--- src/rtl/decode_stage_pipelined_if.sv ---
// Handshake bundles around the decode stage: the IF -> ID instruction stream
// and the registered ID/EX entry presented to EXE.
interface decode_stage_pipelined_in_if;
   logic        in_valid;
   logic        in_ready;
   logic [31:0] instr;

   modport master (output in_valid, output instr, input in_ready);
   modport slave  (input in_valid, input instr, output in_ready);
endinterface

interface decode_stage_pipelined_out_if #(
   parameter int DATA_W = 32,
   parameter int REG_AW = 4
);
   logic              out_valid;
   logic              out_ready;
   logic              out_wb_en;
   logic              out_mem_r_en;
   logic              out_mem_w_en;
   logic              out_b;
   logic              out_s;
   logic [3:0]        out_exe_cmd;
   logic [DATA_W-1:0] out_val_rn;
   logic [DATA_W-1:0] out_val_rm;
   logic              out_imm;
   logic [11:0]       out_shift_operand;
   logic [23:0]       out_signed_imm_24;
   logic [REG_AW-1:0] out_dest;

   modport master (
      output out_valid, out_wb_en, out_mem_r_en, out_mem_w_en, out_b, out_s,
             out_exe_cmd, out_val_rn, out_val_rm, out_imm, out_shift_operand,
             out_signed_imm_24, out_dest,
      input  out_ready
   );
   modport slave (
      input  out_valid, out_wb_en, out_mem_r_en, out_mem_w_en, out_b, out_s,
             out_exe_cmd, out_val_rn, out_val_rm, out_imm, out_shift_operand,
             out_signed_imm_24, out_dest,
      output out_ready
   );
endinterface

--- src/rtl/decode_stage_pipelined.sv ---
// ARM-subset decode stage: decode, condition check, register file with
// writeback bypass, and a built-in ID/EX register with valid/ready handshakes.
module decode_stage_pipelined #(
   parameter int DATA_W    = 32,
   parameter int REG_AW    = 4,
   parameter bit BYPASS_EN = 1'b1
) (
   input  logic                         clk,
   input  logic                         reset,
   decode_stage_pipelined_in_if.slave   up,
   decode_stage_pipelined_out_if.master dn,
   input  logic                         wb_en,
   input  logic [REG_AW-1:0]            wb_dest,
   input  logic [DATA_W-1:0]            wb_value,
   input  logic                         hazard,
   input  logic                         flush,
   input  logic [3:0]                   sr,
   output logic [REG_AW-1:0]            src1,
   output logic [REG_AW-1:0]            src2,
   output logic                         two_src
);
   localparam int NREG = 2 ** REG_AW;

   typedef enum logic [1:0] {
      MODE_DP  = 2'b00,
      MODE_MEM = 2'b01,
      MODE_BR  = 2'b10,
      MODE_CO  = 2'b11
   } mode_e;

   typedef struct packed {
      logic       wb_en;
      logic       mem_r_en;
      logic       mem_w_en;
      logic       b;
      logic       s;
      logic [3:0] exe_cmd;
   } ctrl_t;

   mode_e             mode;
   logic [3:0]        opcode;
   logic              is_str;
   ctrl_t             dec_ctrl;
   ctrl_t             ctrl_d;
   logic              load;
   logic [DATA_W-1:0] val_rn_d;
   logic [DATA_W-1:0] val_rm_d;
   logic [DATA_W-1:0] rf_q [NREG];

   logic              valid_q;
   ctrl_t             ctrl_q;
   logic [DATA_W-1:0] val_rn_q;
   logic [DATA_W-1:0] val_rm_q;
   logic              imm_q;
   logic [11:0]       shift_q;
   logic [23:0]       simm_q;
   logic [REG_AW-1:0] dest_q;

   assign mode    = mode_e'(up.instr[27:26]);
   assign opcode  = up.instr[24:21];
   assign is_str  = (mode == MODE_MEM) && !up.instr[20];
   assign src1    = REG_AW'(up.instr[19:16]);
   assign src2    = is_str ? REG_AW'(up.instr[15:12]) : REG_AW'(up.instr[3:0]);
   assign two_src = ~up.instr[25] | is_str;

   function automatic logic cond_ok(input logic [3:0] cond, input logic [3:0] flags);
      logic n, z, c, v;
      {n, z, c, v} = flags;
      case (cond)
         4'h0:    return z;
         4'h1:    return ~z;
         4'h2:    return c;
         4'h3:    return ~c;
         4'h4:    return n;
         4'h5:    return ~n;
         4'h6:    return v;
         4'h7:    return ~v;
         4'h8:    return c & ~z;
         4'h9:    return ~c | z;
         4'hA:    return n == v;
         4'hB:    return n != v;
         4'hC:    return ~z & (n == v);
         4'hD:    return z | (n != v);
         4'hE:    return 1'b1;
         default: return 1'b0;
      endcase
   endfunction

   always_comb begin
      // NOTE: every field gets a default before the case so no path leaves
      // dec_ctrl unassigned, which would otherwise infer a latch.
      dec_ctrl = '0;
      case (mode)
         MODE_DP: begin
            dec_ctrl.s     = up.instr[20];
            dec_ctrl.wb_en = 1'b1;
            case (opcode)
               4'b1101: dec_ctrl.exe_cmd = 4'b0001;
               4'b1111: dec_ctrl.exe_cmd = 4'b1001;
               4'b0100: dec_ctrl.exe_cmd = 4'b0010;
               4'b0101: dec_ctrl.exe_cmd = 4'b0011;
               4'b0010: dec_ctrl.exe_cmd = 4'b0100;
               4'b0110: dec_ctrl.exe_cmd = 4'b0101;
               4'b0000: dec_ctrl.exe_cmd = 4'b0110;
               4'b1100: dec_ctrl.exe_cmd = 4'b0111;
               4'b0001: dec_ctrl.exe_cmd = 4'b1000;
               4'b1010: begin
                  dec_ctrl.exe_cmd = 4'b0100;
                  dec_ctrl.wb_en   = 1'b0;
               end
               4'b1000: begin
                  dec_ctrl.exe_cmd = 4'b0110;
                  dec_ctrl.wb_en   = 1'b0;
               end
               default: dec_ctrl = '0;
            endcase
         end
         MODE_MEM: begin
            dec_ctrl.exe_cmd = 4'b0010;
            if (up.instr[20]) begin
               dec_ctrl.mem_r_en = 1'b1;
               dec_ctrl.wb_en    = 1'b1;
            end else begin
               dec_ctrl.mem_w_en = 1'b1;
            end
         end
         MODE_BR: dec_ctrl.b = 1'b1;
         default: dec_ctrl = '0;
      endcase
   end

   // A failed condition still produces a valid entry, just with no side effects.
   assign ctrl_d = cond_ok(up.instr[31:28], sr) ? dec_ctrl : '0;

   always_comb begin
      val_rn_d = rf_q[src1];
      val_rm_d = rf_q[src2];
      if (BYPASS_EN && wb_en && (wb_dest == src1)) val_rn_d = wb_value;
      if (BYPASS_EN && wb_en && (wb_dest == src2)) val_rm_d = wb_value;
   end

   always_ff @(posedge clk or negedge reset) begin
      if (!reset) begin
         // NOTE: the register file is cleared entry by entry on reset so every
         // architectural register reads zero afterwards, unlike a plain RAM.
         for (int i = 0; i < NREG; i++) rf_q[i] <= '0;
      end else if (wb_en) begin
         rf_q[wb_dest] <= wb_value;
      end
   end

   assign load        = dn.out_ready | ~valid_q;
   assign up.in_ready = load & ~hazard;

   always_ff @(posedge clk or negedge reset) begin
      // NOTE: state updates use <= so every register samples pre-edge values.
      if (!reset) begin
         valid_q  <= 1'b0;
         ctrl_q   <= '0;
         val_rn_q <= '0;
         val_rm_q <= '0;
         imm_q    <= 1'b0;
         shift_q  <= '0;
         simm_q   <= '0;
         dest_q   <= '0;
      end else if (flush) begin
         valid_q <= 1'b0;
         ctrl_q  <= '0;
      end else if (load) begin
         if (hazard) begin
            valid_q <= 1'b1;
            ctrl_q  <= '0;
         end else if (!up.in_valid) begin
            valid_q <= 1'b0;
            ctrl_q  <= '0;
         end else begin
            valid_q  <= 1'b1;
            ctrl_q   <= ctrl_d;
            val_rn_q <= val_rn_d;
            val_rm_q <= val_rm_d;
            imm_q    <= up.instr[25];
            shift_q  <= up.instr[11:0];
            simm_q   <= up.instr[23:0];
            dest_q   <= REG_AW'(up.instr[15:12]);
         end
      end
   end

   assign dn.out_valid         = valid_q;
   assign dn.out_wb_en         = ctrl_q.wb_en;
   assign dn.out_mem_r_en      = ctrl_q.mem_r_en;
   assign dn.out_mem_w_en      = ctrl_q.mem_w_en;
   assign dn.out_b             = ctrl_q.b;
   assign dn.out_s             = ctrl_q.s;
   assign dn.out_exe_cmd       = ctrl_q.exe_cmd;
   assign dn.out_val_rn        = val_rn_q;
   assign dn.out_val_rm        = val_rm_q;
   assign dn.out_imm           = imm_q;
   assign dn.out_shift_operand = shift_q;
   assign dn.out_signed_imm_24 = simm_q;
   assign dn.out_dest          = dest_q;
endmodule

--- src/flat_wrapper.sv ---
// flat-port wrapper written by rule: the top's interface ports become plain ports
module decode_stage_pipelined_flat 
#(
   parameter int DATA_W    = 32,
   parameter int REG_AW    = 4,
   parameter bit BYPASS_EN = 1'b1
)
  (clk, reset, wb_en, wb_dest, wb_value, hazard, flush, sr, src1, src2, two_src, up_in_valid, up_instr, up_in_ready, dn_out_valid, dn_out_wb_en, dn_out_mem_r_en, dn_out_mem_w_en, dn_out_b, dn_out_s, dn_out_exe_cmd, dn_out_val_rn, dn_out_val_rm, dn_out_imm, dn_out_shift_operand, dn_out_signed_imm_24, dn_out_dest, dn_out_ready);
  decode_stage_pipelined_in_if up_i ();
  decode_stage_pipelined_out_if #(.DATA_W(DATA_W), .REG_AW(REG_AW)) dn_i ();
  input  logic clk;
  input  logic reset;
  input  logic wb_en;
  input  logic [REG_AW-1:0] wb_dest;
  input  logic [DATA_W-1:0] wb_value;
  input  logic hazard;
  input  logic flush;
  input  logic [3:0] sr;
  output logic [REG_AW-1:0] src1;
  output logic [REG_AW-1:0] src2;
  output logic two_src;
  input wire logic [$bits(up_i.in_valid)-1:0] up_in_valid;
  input wire logic [$bits(up_i.instr)-1:0] up_instr;
  output wire logic [$bits(up_i.in_ready)-1:0] up_in_ready;
  output wire logic [$bits(dn_i.out_valid)-1:0] dn_out_valid;
  output wire logic [$bits(dn_i.out_wb_en)-1:0] dn_out_wb_en;
  output wire logic [$bits(dn_i.out_mem_r_en)-1:0] dn_out_mem_r_en;
  output wire logic [$bits(dn_i.out_mem_w_en)-1:0] dn_out_mem_w_en;
  output wire logic [$bits(dn_i.out_b)-1:0] dn_out_b;
  output wire logic [$bits(dn_i.out_s)-1:0] dn_out_s;
  output wire logic [$bits(dn_i.out_exe_cmd)-1:0] dn_out_exe_cmd;
  output wire logic [$bits(dn_i.out_val_rn)-1:0] dn_out_val_rn;
  output wire logic [$bits(dn_i.out_val_rm)-1:0] dn_out_val_rm;
  output wire logic [$bits(dn_i.out_imm)-1:0] dn_out_imm;
  output wire logic [$bits(dn_i.out_shift_operand)-1:0] dn_out_shift_operand;
  output wire logic [$bits(dn_i.out_signed_imm_24)-1:0] dn_out_signed_imm_24;
  output wire logic [$bits(dn_i.out_dest)-1:0] dn_out_dest;
  input wire logic [$bits(dn_i.out_ready)-1:0] dn_out_ready;
  assign up_i.in_valid = up_in_valid;
  assign up_i.instr = up_instr;
  assign up_in_ready = up_i.in_ready;
  assign dn_out_valid = dn_i.out_valid;
  assign dn_out_wb_en = dn_i.out_wb_en;
  assign dn_out_mem_r_en = dn_i.out_mem_r_en;
  assign dn_out_mem_w_en = dn_i.out_mem_w_en;
  assign dn_out_b = dn_i.out_b;
  assign dn_out_s = dn_i.out_s;
  assign dn_out_exe_cmd = dn_i.out_exe_cmd;
  assign dn_out_val_rn = dn_i.out_val_rn;
  assign dn_out_val_rm = dn_i.out_val_rm;
  assign dn_out_imm = dn_i.out_imm;
  assign dn_out_shift_operand = dn_i.out_shift_operand;
  assign dn_out_signed_imm_24 = dn_i.out_signed_imm_24;
  assign dn_out_dest = dn_i.out_dest;
  assign dn_i.out_ready = dn_out_ready;
  decode_stage_pipelined #(.DATA_W(DATA_W), .REG_AW(REG_AW), .BYPASS_EN(BYPASS_EN)) u_core (.clk(clk), .reset(reset), .up(up_i), .dn(dn_i), .wb_en(wb_en), .wb_dest(wb_dest), .wb_value(wb_value), .hazard(hazard), .flush(flush), .sr(sr), .src1(src1), .src2(src2), .two_src(two_src));
endmodule
--- config.mk ---
export PLATFORM = sky130hd
export DESIGN_NAME = decode_stage_pipelined_flat
export DESIGN_NICKNAME = d
export VERILOG_FILES = /design/src/rtl/decode_stage_pipelined_if.sv /design/src/rtl/decode_stage_pipelined.sv /design/src/flat_wrapper.sv
export SDC_FILE = /design/constraint.sdc
export NUM_CORES = 1
export LEC_CHECK = 0
export BUFFER_PORTS_ARGS = -buffer_cell sky130_fd_sc_hd__buf_2
export CAP_MARGIN = 20
export CORE_MARGIN = 8
export CORE_UTILIZATION = 45
export CTS_CLUSTER_DIAMETER = 100
export DETAILED_ROUTE_END_ITERATION = 7
export PLACE_DENSITY_LB_ADDON = 0.15
export RECOVER_POWER = 50
export SLEW_MARGIN = 20
export SYNTH_ARGS = -nofsm -noshare
export SYNTH_HDL_FRONTEND = slang
export SYNTH_SLANG_ARGS = --single-unit
export TNS_END_PERCENT = 30
--- constraint.sdc ---
create_clock -name clk -period 2.4 [get_ports clk]
set_input_delay 0.24 -clock clk [delete_from_list [all_inputs] [get_ports clk]]
set_output_delay 0.24 -clock clk [all_outputs]
set_load 0.005 [all_outputs]
=== Yosys cells after proc, flatten, opt, wreduce, memory -nomap -nowiden ===
Index checks and enable logic that the tools add are counted.

* Muxes and demuxes: 31
* Shift-type cells: 0
* $add $sub $neg: 0
* Multiply operators: 0
* Magnitude comparators: 4
* Bitwise operators: 18
* Divide/modulo/power cells: 0
* Equal/unequal tests: 30
* Reductions and logical operators: 14

{| class="wikitable"
|+ Operators with widths
! cell !! number
|-
| $bwmux 512 || 1
|-
| $bmux 32 s4 || 2
|-
| $mux 32 || 7
|-
| $demux 32 s4 || 1
|-
| $eq 4x4->1 const B || 12
|-
| $mux 9 || 5
|-
| $pmux 4 s9 || 1
|-
| $eq 4x3->1 const B || 7
|-
| $ge 5x5->1 const B || 3
|-
| $not 4->5 || 3
|-
| $pmux 1 s15 || 1
|-
| $eq 4x2->1 const B || 3
|-
| $reduce_or 11->1 || 1
|-
| $reduce_or 9->1 || 1
|-
| $eq 4x1->1 const B || 2
|-
| $eq 4x4->1 || 2
|-
| $logic_not 4->1 || 2
|-
| $mux 1 || 8
|-
| $not 1->1 || 8
|-
| $pmux 4 s2 || 1
|-
| $pmux 3 s2 || 1
|-
| $lt 5x1->1 const B || 1
|-
| $logic_and 1x1->1 || 4
|-
| $mux 4 || 1
|-
| other kinds (13) || 19
|}

* Output and inout port bits: 125
* Bits in registers: 627
* Word-level logic and storage cells: 126
* Input port bits: 79
* Bits in read-only memories: 0
* Latch bits: 0
* Bits in writable memories: 0
* Memories: 0

=== Depth between registers and ports, before layout ===
Gate-level depths: netlist of the first run.

* Word-level depth: 9
* Mapped depth: 11
* Gate-level depth less buffers: 7

=== Worst setup path before layout of the first run ===
Ideal clock, no wire load.

* Path kind: input-to-reg
* Start: input up_instr[16]
* End: register u_core.val_rn_q[10], in the netlist u_core.dn.out_val_rn[10]
* Slack: -0.024 ns
* Buffers on the path: 3
* Required time: 2.278 ns
* Stages on the path: 7
* Arrival: 2.301 ns
* Library setup time: 0.122 ns
* Cell sequence: clkbuf_1 -> clkbuf_1 -> buf_1 -> mux4_2 -> mux4_2 -> nand2_1 -> a21oi_1

* Word-level cells in the longest chain between the ends: 5
* Elaborated cells between the ends (all ways): 7
* Those cells by class: eq/ne (1); mux (4); bitwise (1); reduce/logical (1)

{| class="wikitable"
|+ RTL lines
! element !! RTL line !! source
|-
| start, declared || flat_wrapper.sv:23 || <nowiki>input wire logic [$bits(up_i.instr)-1:0] up_instr;</nowiki>
|-
| $not 4->5 (implied by the code) || decode_stage_pipelined.sv:136 || <nowiki>val_rn_d = rf_q[src1];</nowiki>
|-
| $bmux 32 s4 || decode_stage_pipelined.sv:136 ||
|-
| $mux 32 (implied by the code) (2 in a row) || decode_stage_pipelined.sv:136 ||
|-
| $mux 32 (*) || decode_stage_pipelined.sv:138 || <nowiki>if (BYPASS_EN && wb_en && (wb_dest == src1)) val_rn_d = wb_value;</nowiki>
|-
| end signal, assigned || decode_stage_pipelined.sv:179 || <nowiki>val_rn_q <= val_rn_d;</nowiki>
|-
| end, declared || decode_stage_pipelined.sv:52 || <nowiki>logic [DATA_W-1:0] val_rn_q;</nowiki>
|}

Mark *: on every way between the ends. The rest lies on a longest branch, timed or not. The select of a mux whose other input is x is not followed.
A chain may end at the register's enable or synchronous reset.

=== Worst setup path after layout of the first run ===
* Start: input wb_dest[3]
* End: register u_core.rf_q[272] (netlist bit)

* Word-level cells in the longest chain between the ends: 6
* Elaborated cells between the ends (all ways): 7
* Those cells by class: order compare (2); mux (3); bitwise (1); reduce/logical (1)

{| class="wikitable"
|+ RTL lines
! element !! RTL line !! source
|-
| start, declared || flat_wrapper.sv:14 || <nowiki>input logic [REG_AW-1:0] wb_dest;</nowiki>
|-
| $not 4->5 (implied by the code) (*) || decode_stage_pipelined.sv:148 || <nowiki>rf_q[wb_dest] <= wb_value;</nowiki>
|-
| $ge 5x5->1 (implied by the code) / $lt 5x1->1 (equally long branches) || decode_stage_pipelined.sv:148 ||
|-
| $logic_and 1x1->1 (implied by the code) || decode_stage_pipelined.sv:148 ||
|-
| $mux 32 (implied by the code) || decode_stage_pipelined.sv:148 ||
|-
| $demux 32 s4 (*) || decode_stage_pipelined.sv:148 ||
|-
| $bwmux 512 (*) || decode_stage_pipelined.sv:148 ||
|-
| end signal, assigned by index || decode_stage_pipelined.sv:148 ||
|-
| end, declared || decode_stage_pipelined.sv:48 || <nowiki>logic [DATA_W-1:0] rf_q [NREG];</nowiki>
|}

Mark *: on every way between the ends. The rest lies on a longest branch, timed or not.

==> results of run 1 <==
metrics by stage:
stage / setup TNS (ns) / util (%) / worst slack [ns] / instance area, um2 / cells
floorplan: -0.04068 / - / -0.004068 / 31830 / 2713
global placement: -3.349 / 50.34 / -0.1668 / 35260 / 3738
detailed placement: -4.024 / 50.34 / -0.2240 / 35260 / 3738
CTS: 0 / 53.82 / 0.02424 / 37690 / 3882
global route: 0 / 53.43 / 0.003107 / 37420 / 3882
finish: 0 / 53.43 / 0.08703 / 37420 / 3882
how the worst min path moves through the flow:
| stage | from | end | slack, ns | cells past startpoint |
|---|---|---|---|---|
| global route | up_instr[26] | u_core.dn.out_mem_r_en | 0.05 | 4 |
| floorplan | reset | u_core.dn.out_b | -0.06 | 0 |
| CTS | up_instr[26] | u_core.dn.out_mem_r_en | 0.03 | 4 |
| finish | up_instr[26] | u_core.dn.out_mem_r_en | 0.06 | 4 |
| detailed placement | reset | u_core.dn.out_signed_imm_24[8] | 0.28 | 1 |
| global placement | reset | u_core.dn.out_signed_imm_24[8] | 0.27 | 1 |
power by group through the flow:
stage | combinational [W] | sequential [W] | clock (W)
6_report | 0.00712 | 0.0146 | 0.0104
5_1_grt | 0.00772 | 0.0149 | 0.0110
4_1_cts | 0.00720 | 0.0145 | 0.0106
3_5_place_dp | 0.00714 | 0.0147 | 0
3_3_place_gp | 0.00695 | 0.0145 | 0
2_1_floorplan | 0.00491 | 0.0141 | 0
layout make-up:
cell class	count	area share [%]
Clock buffer	101	5.320
Clock inverter	17	0.4983
Inverter	10	0.1271
Multi-Input combinational cell	1802	41.03
Sequential cell	611	40.86
Tap cell	940	3.143
Timing Repair Buffer	401	9.016
registers in the layout, summed over array words and instances (netlist names), 3 cells and up:
| register | cells |
|---|---|
| u_core.dn.out_exe_cmd | 4 |
| u_core.rf_q | 512 |
| u_core.dn.out_val_rm | 32 |
| u_core.dn.out_dest | 3 |
| u_core.dn.out_val_rn | 32 |
| u_core.dn.out_signed_imm_24 | 21 |
cells by family after synthesis:
logic type	Yosys count	synth area share, %
AO/OA/AOI/OAI	490	9.419
XOR/XNOR	8	0.2202
buffers and inverters	300	4.080
flip-flops	611	48.04
multiplexers	676	29.57
AND/OR/NAND/NOR	628	8.676
timing repair:
action	4_1_cts	5_1_grt
hold buffers	26	0
setup endpoints to repair	0	7
setup buffers	0	0
hold endpoints to repair	65	0
resized for setup	0	2
worst max-delay path, stage by stage:
cell	delay, ns
sky130_fd_sc_hd__clkbuf_1	0.28
sky130_fd_sc_hd__nand2b_1	0.38
sky130_fd_sc_hd__nor2_4	0.12
sky130_fd_sc_hd__clkbuf_2	1.28
sky130_fd_sc_hd__mux2_2	0.44
routing by layer:
metal / track usage [%] / part of all wire [%] / up-vias
li1: - / - / 10431
met1: 35.72 / 42 / 12809
met2: 42.96 / 47 / 1200
met3: 4.567 / 7.4 / 259
met4: 10.27 / 3.6 / 0
met5: 0 / 0 / -
cells in the final DEF, fill, tap and decap left out, types with 3 or more instances in the layout:
| cell type | count |
|---|---|
| sky130_fd_sc_hd__o211ai_1 | 3 |
| sky130_fd_sc_hd__buf_4 | 77 |
| sky130_fd_sc_hd__a221oi_1 | 128 |
| sky130_fd_sc_hd__buf_2 | 199 |
| sky130_fd_sc_hd__nor3_1 | 36 |
| sky130_fd_sc_hd__nor4_1 | 96 |
| sky130_fd_sc_hd__o31ai_1 | 3 |
| sky130_fd_sc_hd__nand2b_1 | 8 |
| sky130_fd_sc_hd__bufinv_16 | 3 |
| sky130_fd_sc_hd__o21ai_0 | 13 |
| sky130_fd_sc_hd__clkbuf_2 | 10 |
| sky130_fd_sc_hd__inv_1 | 7 |
| sky130_fd_sc_hd__dfrtp_1 | 611 |
| sky130_fd_sc_hd__xnor2_1 | 5 |
| sky130_fd_sc_hd__nor2_1 | 74 |
| sky130_fd_sc_hd__clkbuf_8 | 8 |
| sky130_fd_sc_hd__inv_6 | 3 |
| sky130_fd_sc_hd__nand3_1 | 5 |
| sky130_fd_sc_hd__clkbuf_16 | 72 |
| sky130_fd_sc_hd__clkbuf_4 | 4 |
| sky130_fd_sc_hd__nor2_4 | 4 |
| sky130_fd_sc_hd__nor3_2 | 6 |
| sky130_fd_sc_hd__mux2_2 | 513 |
| sky130_fd_sc_hd__buf_12 | 67 |
| sky130_fd_sc_hd__a21oi_1 | 329 |
| sky130_fd_sc_hd__nand4_1 | 3 |
| sky130_fd_sc_hd__clkinv_2 | 9 |
| sky130_fd_sc_hd__clkbuf_1 | 35 |
| sky130_fd_sc_hd__dlygate4sd3_1 | 26 |
| sky130_fd_sc_hd__mux4_2 | 160 |
| sky130_fd_sc_hd__nand2_1 | 374 |
| sky130_fd_sc_hd__xor2_1 | 3 |
==> out/results.txt, run 1 <==
The repair_antennas step left the layout with diodes totalling 0. In this run the power spent charging and discharging nets is 0.009326 W. Of the available clock period, the critical path in the final layout requires 96.37%. The worst register-to-register path has a depth of 7.

The tools report the worst relative slew slack as -18.18%. The H-tree was split into 3 levels. The worst path needs 2.313 ns of the cycle, external delays included.

In this run the tool buffered the top-level ports with 203 buffer cells. Dividing total power by cell area gives a power density of 858.4 nW/um2. The register clock-pin slew on the reported worst setup and hold paths is 0.06 ns, and the overall power after layout is 0.03212 W.

The timing-limited maximum frequency was 432.3 MHz; the maximum ir drop on the vdd rail was 0.4413 mV. The initialized floorplan defines 97 standard-cell rows. After synthesis, the mean cell area works out to 11.73 um2. The core region is 70030 um2. The capturing element of the worst setup path is u_core.rf_q[272]. After the first detailed-routing iteration, the DRC count stood at 2817. In the final layout, flip-flops and latches occupy 15290 um2.

In the final layout, the multi-input gates occupy 15350 um2. After detailed routing, the total wire length is 106.2 mm. At the end of routability-driven placement, the weighted congestion stood at 0.8305. STA puts the critical path data arrival time at 2.79 ns. Clock tree synthesis inserted a total of 71 buffers. At the pin with the least slew margin, the transition time is 1.773 ns. For this run, the detailed router's first-pass iteration total came to 6.

The worst clock skew is 0.02507 ns. The endpoint class of the critical path was a register. The final-stage net count was 2976.

Entering global routing, the biggest net connects 94 pins. The max-capacitance violation count is 1, and the routed via count divided by cell count is 6.362. The routed layout has 24699 vias.

The path class of the tightest hold or removal check is input port to register. Clock power share: 32.4%. The flop-to-flop setup slack was 0.14 ns; the count of state elements after synthesis was 611.

The tools report the total count of max-transition violations in the final report as 33. The run gives 0 as the post-route DRC violation count. Global routing finished with a remaining overflow of 0.

The run gives 0 as the remaining antenna violation count. The initial antenna violation count was 0. The critical path in this run is classified as input port to register.

Most used flip-flop cell after synthesis: sky130_fd_sc_hd__dfrtp_1. Compared with the post-synthesis result, the final layout area differs by 17.56%. The post-synthesis sequential area ratio came out at 48.04%. The share of the synthesized area in the top cell type came out at 48.04%. In the final routed layout, each cell accounts on average for 27.36 um. Of all flip-flops after synthesis, the portion carrying an async set or reset was 100.0%. Summed over all cells, the static leakage comes to 15.69 nW.

The first-pass GRT wire length came out at 161.3 mm. STA puts the critical path data required time at 2.88 ns. The synthesized design contains 0 enable-type register cells. Counting the fill cells in the layout gives 5976.

The run gives 204 as the number of primary I/O pins. The worst setup path startpoint is wb_dest[3]. The fraction of layout cells with a size suffix above 1 was 39.39%. The clock tree root buffer cell is sky130_fd_sc_hd__clkbuf_16.

The tools report the synthesis warning total as 0. Once detailed placement completed, the half-perimeter wirelength came to 63.10 mm. In this run the critical register-to-register path is launched from u_core.dn.out_valid. In this run the worst path has a maximum fanout of 32. The longest clock path from root to sink contains 3 buffers. The switching power as a share of total power is 29.04%. On the final layout, the worst hold slack is 0.05897 ns. Setup violations remaining at the end of the flow were counted as 0. The share of total power dissipated in combinational logic is 22.2%. For the share of power burned in registers, the log shows 45.5%. The internal power consumption is 0.02279 W, and the synthesized instance count is 2713.

The via count of the first global-routing pass is 24836, and the effective utilization at floorplan is 45.45%. The top cell type by total area after synthesis is sky130_fd_sc_hd__dfrtp_1. The number of nets handed over by synthesis was 2792. The clock net in this run drives a total of 611 sinks. The tools report the netlist area before placement as 31830 um2. TritonCTS built the clock tree. The global-route usage over all layers was 26.58%.

The checks that failed: capacitance limit, slew limit. Ranked by total cell area, the synthesized netlist is headed by sky130_fd_sc_hd__dfrtp_1, sky130_fd_sc_hd__mux2_2, sky130_fd_sc_hd__mux4_2. After synthesis, the most frequently instantiated cells are sky130_fd_sc_hd__dfrtp_1, sky130_fd_sc_hd__mux2_2, sky130_fd_sc_hd__nand2_1. Setup repair after global routing left no endpoint under its margin. The destination of the worst register-to-register timing path was u_core.dn.out_val_rm[6]. The tools report the clock insertion delay at the later pin of the skew report as 0.61 ns.

After synthesis, the netlist uses 48 different library cells. The horizontal die dimension is 282.0 um, and the vertical die dimension is 282.0 um. The worst setup path is launched from an input port. The tools report the final-report hold violation count as 0.

The run finished, with violations left. Cell with the most instances after synthesis: sky130_fd_sc_hd__dfrtp_1. The floorplan step defined a die boundary enclosing 79500 um2.
(Power assumes the default switching activity.)
==> run 2, diff against run 1 <==
- ABC_AREA: unset -> 0
- HOLD_SLACK_MARGIN: unset -> 0.1
- clock period: 2.4 -> 2.3 ns (I/O delays scaled with it)
==> run 2 against run 1 <==
The run now ends clean. Count of clock-buffer cells in the layout increased by 13. Sequential share of layout area fell by 0.69 points. Combinational power increased by 5.8%. Design area is 1.7% higher. Power rose by 6.1%. Hold slack better by 0.073 ns. Via count up 0.62%. Core utilization up 0.91 points. Global-route usage decreased by 0.099 points. Largest cell class unchanged. Critical endpoint is now u_core.rf_q[273]. Setup slack better by 0.028 ns.
==> out/results.txt, run 2 (synthesized netlist as in run 1, its figures left out) <==
For the overall die area, the log shows 79500 um2 (unchanged). The via count of the first global-routing pass is 25356 (+2.1%). The maximum number of pins on one net before global-route repair is 80 (-15%). For the effective utilization at floorplan, the log shows 45.45% (unchanged).

The number of buffers added by the clock tree synthesis step is 70 (-1.4%), and the area overhead of the layout relative to synthesis is 19.56%. The type of the tightest min-delay check was input port to register. The worst clock skew came out at 0.01680 ns (-0.008268 ns).

The floorplan row count is 97 (unchanged). Critical setup path kind: input port to register. The transition time at the pin with the least slew margin was 1.466 ns (-0.3065 ns). The worst setup path startpoint is wb_dest[1].

Endpoint class of the critical path: a register. The run gives 24852 (+0.62%) as the vias after detailed routing. Worst hold path startpoint: wb_value[16]. The tools report the clock insertion delay at the later pin of the skew report as 0.60 ns (about the same).

The logs give 2387 (-15%) for the number of DRC markers in iteration 0 and 0 (-1) for the max-capacitance violation count. The final wirelength came out at 106.3 mm (about the same). Based on the critical path, the design can be clocked at up to 457.8 MHz. Power density over the cells: 895.7 nW/um2 (+4.3%). The run gives 611 (unchanged) as the count of clock tree sinks. The tools report the total length of routed met2 wires as 50.84 mm (+1.1%). Overall power after layout: 0.03408 W (+6.1%).

The largest buffer count on any clock path was 3 (unchanged); the half-perimeter wire length after placement was 62.42 mm (-1.1%). The vertical die dimension was 282.0 um (unchanged); the portion of the clock cycle consumed by the worst path in the final layout was 94.98%. The final-report hold violation count came out at 0 (unchanged). The total count of max-transition violations in the final report was 0 (-100%); the core region area was 70030 um2 (unchanged).

The count of input and output buffers was 203 (unchanged). The area after detailed placement is 35280 um2 (about the same). For the final number of setup-violating endpoints, the log shows 0 (unchanged). The tools report the global-route usage over all layers as 26.49% (-0.099 points).

The post-route DRC violation count was 0 (unchanged). After detailed routing, no signal wire sits above met5. The run gives 0 (unchanged) as the buffer count from post-CTS setup fixing. The signal on the critical path passes through clkbuf_1 -> nand3_1 -> nor2_1 -> clkbuf_2 -> mux2_2. The flow ran to the end, and the final reports show no timing, DRC or antenna violations. The tools report the leakage dissipation as 15.97 nW (+1.8%). Number of primary I/O pins: 204 (unchanged). The final weighted congestion in routability-driven placement was 0.8217 (-1.1%). For the signal arrival time at the worst endpoint, the log shows 2.66 ns (-0.13 ns).

The tools report the first-pass GRT wire length as 161.4 mm (about the same). The maximum ir drop on the vdd rail came out at 0.5807 mV (+32%). For the final non-filler cell area, the log shows 38050 um2 (+1.7%).

The library cells used most frequently in the layout, excluding fill and tap cells, are sky130_fd_sc_hd__dfrtp_1, sky130_fd_sc_hd__mux2_2, sky130_fd_sc_hd__nand2_1. The worst slack on hold paths was 0.1324 ns (+0.07341 ns); the overflow left after global routing was 0 (unchanged). The fraction of layout cells with a size suffix above 1 is 39.26% (-0.13 points). The run gives 7.691 mm (-2.4%) as the wire length on met3. The number of iterations in the first detailed-routing pass is 7 (+1), and the worst relative slew slack is 2.256% (+20 points). The flop-to-flop setup slack is 0.17 ns (+0.03 ns).

The shortest clock period the worst path allows after layout was 2.185 ns. The initial antenna violation count was 2 (+2); the routed via count divided by cell count was 6.324 (-0.61%). The count of antenna diodes in the layout was 0 (unchanged); the horizontal die dimension was 282.0 um (unchanged). Register with the highest flop count: u_core.rf_q. Setup repair after global routing left no endpoint under its margin. TritonCTS built the clock tree. The required time of the critical path was 2.77 ns (-0.11 ns). The root buffer cell chosen for the clock tree is sky130_fd_sc_hd__clkbuf_16. The largest fanout of any net on the critical path was 25 (-22%); the remaining antenna violation count was 0 (unchanged).

The post-placement setup slack was -0.3635 ns (-0.1395 ns); the setup slack after layout was 0.1154 ns (+0.02840 ns). In this run the critical register-to-register path is launched from u_core.dn.out_valid. The tools report the final-stage net count as 3014 (+1.3%).

For the final-layout setup total negative slack, the log shows 0 ns (unchanged). The flip-flop count of the largest register, all copies and words added works out to 512 (unchanged). Biggest cell delay along the critical path: 0.95 ns (-0.33 ns).

The most frequent standard cell in the layout excluding fill and tap cells is sky130_fd_sc_hd__dfrtp_1. The post-detailed-route wirelength per cell was 27.05 um (-1.1%). The logs give 43.64 mm (-1.2%) for the routed length on met1 and 3 (unchanged) for the number of H-tree branching levels.

The highest-delay cell along the critical path was sky130_fd_sc_hd__clkbuf_2. The register clock-pin slew on the reported worst setup and hold paths is 0.06 ns (about the same). The worst setup path is launched from an input port.
-- run 2: cell count changes in the layout (fill, tap and decap cells not counted), moves of 2 or more --
cell and delta:
sky130_fd_sc_hd__buf_12 +5, sky130_fd_sc_hd__buf_6 +3, sky130_fd_sc_hd__clkbuf_1 -5, sky130_fd_sc_hd__clkbuf_16 +2
sky130_fd_sc_hd__clkbuf_2 -4, sky130_fd_sc_hd__clkbuf_4 +3, sky130_fd_sc_hd__clkbuf_8 +13, sky130_fd_sc_hd__clkinv_2 -2
sky130_fd_sc_hd__dlygate4sd3_1 +38
-- run 2: where the power goes --
part	switching (W)	leakage (nW)	total (W)	internal, W
clock network	0.00454	1.16	0.0113	0.00680
registers	0.00196	7.46	0.0152	0.0133
logic	0.00327	7.35	0.00753	0.00426
-- run 2: cell type report --
type / count / area (um2)
fillers: 5920 / 31970
multi-input cells: 1802 / 15350
flip-flops and latches: 611 / 15290
repair buffers: 440 / 3839
clock buffers: 114 / 2212
well taps: 940 / 1176
clock inverters: 13 / 137.6
inverters: 10 / 47.55
-- run 2: critical path: cells and delay by family --
kind / cells / cell delay, ns
buffers and inverters: 2 / 1.46
muxes: 1 / 0.43
and+or+nand+nor: 2 / 0.48
-- run 2: worst paths after layout --
check	end	cells past startpoint
setup / recovery	u_core.rf_q[273]	5
hold / removal	u_core.dn.out_val_rn[16]	3
setup reg to reg	u_core.dn.out_val_rm[0]	7
hold reg to reg	u_core.dn.out_exe_cmd[0]	2
max in group asynchronous	u_core.dn.out_val_rm[15]	4
min in group asynchronous	u_core.dn.out_signed_imm_24[1]	2
-- run 2: routing by layer --
layer,global-route usage [%],up-vias
met5,0,-
met4,10.91,2
met3,4.583,293
met2,42.75,1200
met1,35.34,12841
li1,-,10516
-- run 2: what timing repair did --
action                                 4_1_cts  5_1_grt
gates resized for setup                      0        1
hold buffers                                64        0
endpoints found under the hold margin      480        0
setup endpoints to repair                    0        2
-- run 2: metrics by stage --
stage / instances / util (%)
2_1_floorplan: 2713 / -
3_3_place_gp: 3739 / 50.37
3_5_place_dp: 3739 / 50.37
4_1_cts: 3930 / 54.64
5_1_grt: 3930 / 54.34
6_report: 3930 / 54.34
